File: src/rtl/tmds_channel_rx_if.sv
`default_nettype none
// ============================================================================
// Module   : tmds_channel_rx_if
// Brief    : Word/decode bundle between a TMDS word source and the channel RX.
// Revision : 1.0 - initial release
// ============================================================================
interface tmds_channel_rx_if;
    logic [9:0] raw_word;
    logic [7:0] data;
    logic       c0;
    logic       c1;
    logic       de;
    logic       locked;
    logic [3:0] align_offset;
    logic       lock_lost;

    modport master (
        output raw_word,
        input  data, c0, c1, de, locked, align_offset, lock_lost
    );

    modport slave (
        input  raw_word,
        output data, c0, c1, de, locked, align_offset, lock_lost
    );
endinterface
`default_nettype wire

File: src/rtl/tmds_channel_rx.sv
`default_nettype none
// ============================================================================
// Module   : tmds_channel_rx
// Brief    : TMDS channel receiver: word alignment search and 8b/10b decode.
// Revision : 1.0 - initial release
// ============================================================================
module tmds_channel_rx #(
    parameter int CTRL_RUN      = 8,
    parameter int SEARCH_WINDOW = 64,
    parameter int CTRL_TIMEOUT  = 2048
) (
    input  wire logic         clk_pixel,
    input  wire logic         reset,
    tmds_channel_rx_if.slave  bus
);

    localparam int RUN_W = $clog2(CTRL_RUN + 1);
    localparam int WIN_W = $clog2(SEARCH_WINDOW + 1);
    localparam int TO_W  = $clog2(CTRL_TIMEOUT + 1);

    localparam logic [RUN_W-1:0] C_RUN_LAST = RUN_W'(CTRL_RUN - 1);
    localparam logic [WIN_W-1:0] C_WIN_LAST = WIN_W'(SEARCH_WINDOW - 1);
    localparam logic [TO_W-1:0]  C_TO_LAST  = TO_W'(CTRL_TIMEOUT - 1);
    localparam logic [RUN_W-1:0] C_RUN_MAX  = '1;
    localparam logic [WIN_W-1:0] C_WIN_MAX  = '1;
    localparam logic [TO_W-1:0]  C_TO_MAX   = '1;

    typedef enum logic [1:0] {
        ST_SEARCH = 2'd0,
        ST_SLIP   = 2'd1,
        ST_LOCKED = 2'd2
    } state_t;

    state_t           state_q,     state_d;
    logic [3:0]       offset_q,    offset_d;
    logic [9:0]       prev_word_q;
    logic [RUN_W-1:0] run_cnt_q,   run_cnt_d;
    logic [WIN_W-1:0] win_cnt_q,   win_cnt_d;
    logic [TO_W-1:0]  to_cnt_q,    to_cnt_d;
    logic [7:0]       data_q,      data_d;
    logic             c0_q,        c0_d;
    logic             c1_q,        c1_d;
    logic             de_q,        de_d;
    logic             locked_q,    locked_d;
    logic             lock_lost_q, lock_lost_d;

    logic [19:0]      w_pair;
    logic [9:0]       w_window;
    logic             w_is_token;
    logic [1:0]       w_token_c;
    logic [7:0]       w_q;
    logic [7:0]       w_decoded;
    logic [3:0]       w_next_offset;

    // Offset 0 selects the previous word; higher offsets pull in bits of the current word.
    assign w_pair        = {bus.raw_word, prev_word_q};
    assign w_window      = 10'(w_pair >> offset_q);
    assign w_next_offset = (offset_q == 4'd9) ? 4'd0 : offset_q + 4'd1;

    always_comb begin
        w_is_token = 1'b1;
        w_token_c  = 2'b00;
        case (w_window)
            10'h354: w_token_c = 2'b00;
            10'h0AB: w_token_c = 2'b01;
            10'h154: w_token_c = 2'b10;
            10'h2AB: w_token_c = 2'b11;
            default: w_is_token = 1'b0;
        endcase
    end

    always_comb begin
        w_q          = w_window[9] ? ~w_window[7:0] : w_window[7:0];
        w_decoded    = 8'h00;
        w_decoded[0] = w_q[0];
        for (int i = 1; i < 8; i++) begin
            w_decoded[i] = w_window[8] ? (w_q[i] ^ w_q[i-1]) : ~(w_q[i] ^ w_q[i-1]);
        end
    end

    always_comb begin
        state_d     = state_q;
        offset_d    = offset_q;
        run_cnt_d   = run_cnt_q;
        win_cnt_d   = win_cnt_q;
        to_cnt_d    = to_cnt_q;
        lock_lost_d = 1'b0;
        case (state_q)
            ST_SEARCH: begin
                // A completed token run takes priority over an expiring window.
                if (w_is_token && (run_cnt_q >= C_RUN_LAST)) begin
                    state_d   = ST_LOCKED;
                    run_cnt_d = '0;
                    win_cnt_d = '0;
                    to_cnt_d  = '0;
                end else if (win_cnt_q >= C_WIN_LAST) begin
                    state_d   = ST_SLIP;
                    run_cnt_d = '0;
                    win_cnt_d = '0;
                end else begin
                    if (w_is_token) begin
                        run_cnt_d = (run_cnt_q == C_RUN_MAX) ? run_cnt_q : run_cnt_q + 1'b1;
                    end else begin
                        run_cnt_d = '0;
                    end
                    win_cnt_d = (win_cnt_q == C_WIN_MAX) ? win_cnt_q : win_cnt_q + 1'b1;
                end
            end
            ST_SLIP: begin
                state_d   = ST_SEARCH;
                offset_d  = w_next_offset;
                run_cnt_d = '0;
                win_cnt_d = '0;
                to_cnt_d  = '0;
            end
            ST_LOCKED: begin
                if (w_is_token) begin
                    to_cnt_d = '0;
                end else if (to_cnt_q >= C_TO_LAST) begin
                    state_d     = ST_SEARCH;
                    offset_d    = w_next_offset;
                    lock_lost_d = 1'b1;
                    run_cnt_d   = '0;
                    win_cnt_d   = '0;
                    to_cnt_d    = '0;
                end else begin
                    to_cnt_d = (to_cnt_q == C_TO_MAX) ? to_cnt_q : to_cnt_q + 1'b1;
                end
            end
            default: begin
                state_d   = ST_SEARCH;
                offset_d  = 4'd0;
                run_cnt_d = '0;
                win_cnt_d = '0;
                to_cnt_d  = '0;
            end
        endcase
    end

    // Decoded outputs are gated by the lock flag registered alongside them.
    always_comb begin
        locked_d = (state_d == ST_LOCKED);
        data_d   = 8'h00;
        c0_d     = 1'b0;
        c1_d     = 1'b0;
        de_d     = 1'b0;
        if (locked_d) begin
            if (w_is_token) begin
                c0_d = w_token_c[0];
                c1_d = w_token_c[1];
            end else begin
                de_d   = 1'b1;
                data_d = w_decoded;
            end
        end
    end

    always_ff @(posedge clk_pixel or posedge reset) begin
        if (reset) begin
            state_q     <= ST_SEARCH;
            offset_q    <= 4'd0;
            prev_word_q <= 10'd0;
            run_cnt_q   <= '0;
            win_cnt_q   <= '0;
            to_cnt_q    <= '0;
            data_q      <= 8'h00;
            c0_q        <= 1'b0;
            c1_q        <= 1'b0;
            de_q        <= 1'b0;
            locked_q    <= 1'b0;
            lock_lost_q <= 1'b0;
        end else begin
            state_q     <= state_d;
            offset_q    <= offset_d;
            prev_word_q <= bus.raw_word;
            run_cnt_q   <= run_cnt_d;
            win_cnt_q   <= win_cnt_d;
            to_cnt_q    <= to_cnt_d;
            data_q      <= data_d;
            c0_q        <= c0_d;
            c1_q        <= c1_d;
            de_q        <= de_d;
            locked_q    <= locked_d;
            lock_lost_q <= lock_lost_d;
        end
    end

    assign bus.data         = data_q;
    assign bus.c0           = c0_q;
    assign bus.c1           = c1_q;
    assign bus.de           = de_q;
    assign bus.locked       = locked_q;
    assign bus.align_offset = offset_q;
    assign bus.lock_lost    = lock_lost_q;

endmodule
`default_nettype wire
File: src/flat_wrapper.sv
// flat-port wrapper written by rule: the top's interface ports become plain ports
module tmds_channel_rx_flat 
#(
    parameter int CTRL_RUN      = 8,
    parameter int SEARCH_WINDOW = 64,
    parameter int CTRL_TIMEOUT  = 2048
)
  (clk_pixel, reset, bus_raw_word, bus_data, bus_c0, bus_c1, bus_de, bus_locked, bus_align_offset, bus_lock_lost);
  tmds_channel_rx_if bus_i ();
  input  wire logic clk_pixel;
  input  wire logic reset;
  input wire logic [$bits(bus_i.raw_word)-1:0] bus_raw_word;
  output wire logic [$bits(bus_i.data)-1:0] bus_data;
  output wire logic [$bits(bus_i.c0)-1:0] bus_c0;
  output wire logic [$bits(bus_i.c1)-1:0] bus_c1;
  output wire logic [$bits(bus_i.de)-1:0] bus_de;
  output wire logic [$bits(bus_i.locked)-1:0] bus_locked;
  output wire logic [$bits(bus_i.align_offset)-1:0] bus_align_offset;
  output wire logic [$bits(bus_i.lock_lost)-1:0] bus_lock_lost;
  assign bus_i.raw_word = bus_raw_word;
  assign bus_data = bus_i.data;
  assign bus_c0 = bus_i.c0;
  assign bus_c1 = bus_i.c1;
  assign bus_de = bus_i.de;
  assign bus_locked = bus_i.locked;
  assign bus_align_offset = bus_i.align_offset;
  assign bus_lock_lost = bus_i.lock_lost;
  tmds_channel_rx #(.CTRL_RUN(CTRL_RUN), .SEARCH_WINDOW(SEARCH_WINDOW), .CTRL_TIMEOUT(CTRL_TIMEOUT)) u_core (.clk_pixel(clk_pixel), .reset(reset), .bus(bus_i));
endmodule
File: config.mk
export PLATFORM = sky130hd
export DESIGN_NAME = tmds_channel_rx_flat
export DESIGN_NICKNAME = d
export VERILOG_FILES = /design/src/rtl/tmds_channel_rx_if.sv /design/src/rtl/tmds_channel_rx.sv /design/src/flat_wrapper.sv
export SDC_FILE = /design/constraint.sdc
export NUM_CORES = 1
export LEC_CHECK = 0
export CORE_MARGIN = 3
export CORE_UTILIZATION = 52
export DETAILED_ROUTE_END_ITERATION = 8
export HOLD_SLACK_MARGIN = 0.1
export PLACE_DENSITY = 0.76
export SLEW_MARGIN = 5
export SYNTH_ARGS = -nofsm -noshare
export SYNTH_HDL_FRONTEND = slang
export SYNTH_SLANG_ARGS = --single-unit
export TNS_END_PERCENT = 50
File: constraint.sdc
create_clock -name clk_pixel -period 3.6 [get_ports clk_pixel]
set_input_delay 0.72 -clock clk_pixel [delete_from_list [all_inputs] [get_ports clk_pixel]]
set_output_delay 0.72 -clock clk_pixel [all_outputs]
set_load 0.01 [all_outputs]
==> impl_metrics.prom <==
# TYPE chip_impl_metric gauge
chip_impl_metric{name="syn-instance-count",unit=""} 325
chip_impl_metric{name="global_route_wire_length_before_repair",unit="microns"} 12470
chip_impl_metric{name="final-max-slew-violation-count",unit=""} 0
chip_impl_metric{name="place_congestion",unit=""} 0.8997
chip_impl_metric{name="detailroute.via_count",unit=""} 2675
chip_impl_metric{name="floorplan.initialDensity",unit=""} 0.5455
chip_impl_metric{name="critical_path.max_fanout",unit=""} 11
chip_impl_metric{name="floorplan.io_pins",unit=""} 29
chip_impl_metric{name="power.density_cell_area",unit="nW/um^2"} 255.5
chip_impl_info{name="status",value="completed"} 1
chip_impl_metric{name="port-buffer-count",unit=""} 28
chip_impl_metric{name="final_net_count",unit=""} 417
chip_impl_metric{name="synthesis.yosys.warnings",unit=""} 0
chip_impl_metric{name="area_share_of_the_largest_cell_type_after_synthesis",unit=""} 0.3982
chip_impl_info{name="cp-start-kind",value="input pin"} 1
chip_impl_metric{name="grt-ovfl-total",unit=""} 0
chip_impl_info{name="layout.cells.most_common",value="dfrtp_1"} 1
chip_impl_metric{name="ff2ff_setup_slack",unit="ns"} 0.20
chip_impl_metric{name="p_leak",unit="nW"} 1.874
chip_impl_info{name="worst_hold_path_type",value="register to register"} 1
chip_impl_metric{name="antenna_cells_inserted",unit=""} 0
chip_impl_metric{name="hold_viol",unit=""} 0
chip_impl_metric{name="number_of_antenna_violations_at_the_first_check_in_global_routing",unit=""} 0
chip_impl_metric{name="min_period_over_period",unit=""} 0.9706
chip_impl_metric{name="period_needed",unit="ns"} 3.494
chip_impl_metric{name="syn_area_per_cell",unit="sq um"} 10.06
chip_impl_metric{name="postLayoutCellArea",unit="sq um"} 4125
chip_impl_metric{name="clkLatencyLatePin",unit="ns"} 0.31
chip_impl_info{name="synthDominantAreaCellType",value="dfrtp_1"} 1
chip_impl_metric{name="synthesis.area",unit="sq um"} 3268
chip_impl_metric{name="placementRows",unit=""} 28
chip_impl_info{name="synth_top_flop_cell",value="dfrtp_1"} 1
chip_impl_metric{name="cap_violations",unit=""} 0
chip_impl_metric{name="worst-endpoint-required",unit="ns"} 3.82
chip_impl_metric{name="drive_gt1_frac",unit=""} 0.2379
chip_impl_info{name="setup.worst_path.class",value="input pin to register"} 1
chip_impl_metric{name="drt_iter0_drc",unit=""} 154
chip_impl_info{name="synth.area.top_cells",value="dfrtp_1 (40%), mux4_2 (6.2%), mux2i_1 (6.1%), ha_1 (5.7%), xnor2_1 (4.3%)"} 1
chip_impl_metric{name="synth_sequential_area_ratio",unit=""} 0.3982
chip_impl_metric{name="global_route.usage.total",unit=""} 0.2115
chip_impl_metric{name="post_synth_edffs",unit=""} 0
chip_impl_info{name="most-common-layout-cells",value="dfrtp_1 (51), buf_4 (45), nand2_1 (25)"} 1
chip_impl_metric{name="utilization",unit=""} 0.6886
chip_impl_metric{name="chip_height",unit="microns"} 85.28
chip_impl_metric{name="grt_pass1_vias",unit=""} 2644
chip_impl_metric{name="setup-violations-final",unit=""} 0
chip_impl_metric{name="avgRoutedWirePerCell",unit="microns"} 15.66
chip_impl_metric{name="die_width",unit="microns"} 85.28
chip_impl_metric{name="synth_nets",unit=""} 352
chip_impl_metric{name="async_flop_share",unit=""} 1.000
chip_impl_metric{name="ir_worst_vdd",unit="V"} 0.0001652
chip_impl_metric{name="die_area",unit="sq um"} 7272
chip_impl_metric{name="finalClockSkew",unit="ns"} 0.006294
chip_impl_metric{name="area_delta_synth_final",unit="%"} 26.23
chip_impl_metric{name="clkTransAtPathRegs",unit="ns"} 0.09
chip_impl_metric{name="drt_drc_violations_left",unit=""} 0
chip_impl_metric{name="critPathArrivalTime",unit="ns"} 3.71
chip_impl_metric{name="max_clock_freq",unit="MHz"} 286.2
chip_impl_metric{name="worst_pin_slew",unit="ns"} 1.075
chip_impl_metric{name="grt_max_degree",unit=""} 53
chip_impl_metric{name="floorplan.core_area",unit="sq um"} 5991
chip_impl_metric{name="hpwl",unit="microns"} 5295
chip_impl_metric{name="cts-buffers-inserted",unit=""} 5
chip_impl_metric{name="ctsHtreeMaxLevel",unit=""} 2
chip_impl_metric{name="route.detailed.vias_per_inst",unit=""} 5.740
chip_impl_metric{name="setup_slack",unit="ns"} 0.1059
chip_impl_metric{name="preCtsSetupSlack",unit="ns"} -0.3691
chip_impl_metric{name="timing.max_slew.rel_slack",unit=""} 0.2821
chip_impl_metric{name="synth.lib_cells_used.distinct",unit=""} 49
chip_impl_metric{name="cts-hold-fix-buffers",unit=""} 0
chip_impl_info{name="cts_tree",value="yes"} 1
chip_impl_metric{name="clock_sinks",unit=""} 52
chip_impl_metric{name="cts-root-to-sink-buffers",unit=""} 2
chip_impl_metric{name="ys_seq_elements",unit=""} 52
chip_impl_info{name="cp-end-kind",value="register"} 1
chip_impl_metric{name="drt_pre_antenna_iters",unit=""} 4
chip_impl_metric{name="postRouteWirelength",unit="microns"} 7296
chip_impl_metric{name="postRouteAntennaNets",unit=""} 0
chip_impl_info{name="clock_tree_root",value="clkbuf_8"} 1
chip_impl_metric{name="postPlaceCellArea",unit="sq um"} 3881
chip_impl_metric{name="layout_fillers",unit=""} 438
-- registers in the layout (all words and copies together) (netlist names) --
name / count
u_core.to_cnt_q: 12
u_core.prev_word_q: 10
u_core.bus.data: 8
u_core.win_cnt_q: 7
u_core.bus.align_offset: 4
u_core.run_cnt_q: 4
u_core.state_q: 2
u_core.bus.c0: 1
u_core.bus.c1: 1
u_core.bus.de: 1
u_core.bus.lock_lost: 1
u_core.bus.locked: 1
-- through the flow --
step                      power [mW]  hold slack, ns  instances  setup TNS [ns]
final                          1.054          0.5222        466               0
after floorplan               0.6573          0.4502        325               0
after detailed placement      0.7045          0.4866        453          -7.779
after global placement        0.7020          0.4692        453          -3.681
after global routing           1.096          0.5450        466         -0.5836
after CTS                      1.054          0.5220        461               0
-- report_power, final --
part | total [mW] | internal (mW) | leakage, nW | switching [mW]
registers | 0.594 | 0.589 | 0.677 | 0.00511
clock network | 0.354 | 0.157 | 0.0445 | 0.197
logic | 0.106 | 0.0539 | 1.15 | 0.0520
total | 1.05 | 0.800 | 1.87 | 0.254
-- metal layers --
layer / vias up / track usage / share of wire
met4: 0 / 0.06763 / 0.018
met5: - / 0 / 0
met2: 68 / 0.3355 / 0.46
met3: 16 / 0.03786 / 0.048
li1: 1311 / - / -
met1: 1280 / 0.2947 / 0.47
-- repair_timing --
item                                    in CTS  in global routing
pin swaps                                    0                  6
hold endpoints to repair                     0                  0
endpoints found under the setup margin       2                 37
gates resized for setup                      2                 27
buffers inserted                             0                  5
-- layout make-up --
class / instances / area (sq um) / area share
clock buffer: 7 / 86.33 / 0.02093
sequential: 52 / 1303 / 0.3157
tap: 75 / 93.84 / 0.02275
multi-input combinational: 236 / 1906 / 0.4619
clock inverter: 1 / 7.507 / 0.001820
timing repair buffer: 74 / 650.6 / 0.1577
inverter: 21 / 78.83 / 0.01911
-- critical path, stage by stage --
cell and delay, ns:
clkdlybuf4s50_1 0.42, buf_4 0.16, mux4_2 0.51, mux2i_4 0.19, a21oi_2 0.10, inv_1 0.07, ha_1 0.16, nand4_1 0.21
buf_4 0.22, o311ai_4 0.24, a32o_2 0.21, o211ai_1 0.12, buf_4 0.20, nor3_1 0.19
-- final timing paths --
kind,start,end,depth (start not counted)
setup / recovery,bus_raw_word[0],u_core.bus.data[3],14
hold / removal,u_core.to_cnt_q[10],u_core.to_cnt_q[10],2
setup reg to reg,u_core.bus.align_offset[0],u_core.bus.data[3],14
hold reg to reg,u_core.to_cnt_q[10],u_core.to_cnt_q[10],2
max in group asynchronous,reset,u_core.bus.align_offset[0],2
min in group asynchronous,reset,u_core.prev_word_q[5],2
-- cells in the mapped netlist (all sizes together) (3+ instances only) --
library cell and number:
mux4 9, and3 4, o31ai 3, nor2 25, inv 21, nand2 25, mux2i 21, a22o 12
a211oi 7, ha 15, clkbuf 7, a21o 4, nand3 7, a21oi 9, o21ai 16, buf 9
o211ai 3, a31oi 4, dfrtp 52, xnor2 16, and2 4, mux2 6, nor3 13, nor2b 5
nand4 3, a41oi 3
-- kinds of logic (layout without fill, tap and decap cells) --
kind of cell / after synthesis / count (layout) / synth area share
AO/OA/AOI/OAI: 71 / 71 / 0.1581
AND/OR/NAND/NOR: 97 / 97 / 0.1436
adder cells (fa/ha/maj): 15 / 15 / 0.05743
multiplexers: 36 / 36 / 0.1482
buffers and inverters: 37 / 103 / 0.04900
XOR/XNOR: 17 / 17 / 0.04556
flip-flops: 52 / 52 / 0.3982
No activity file was read; power rests on OpenSTA's default activity.
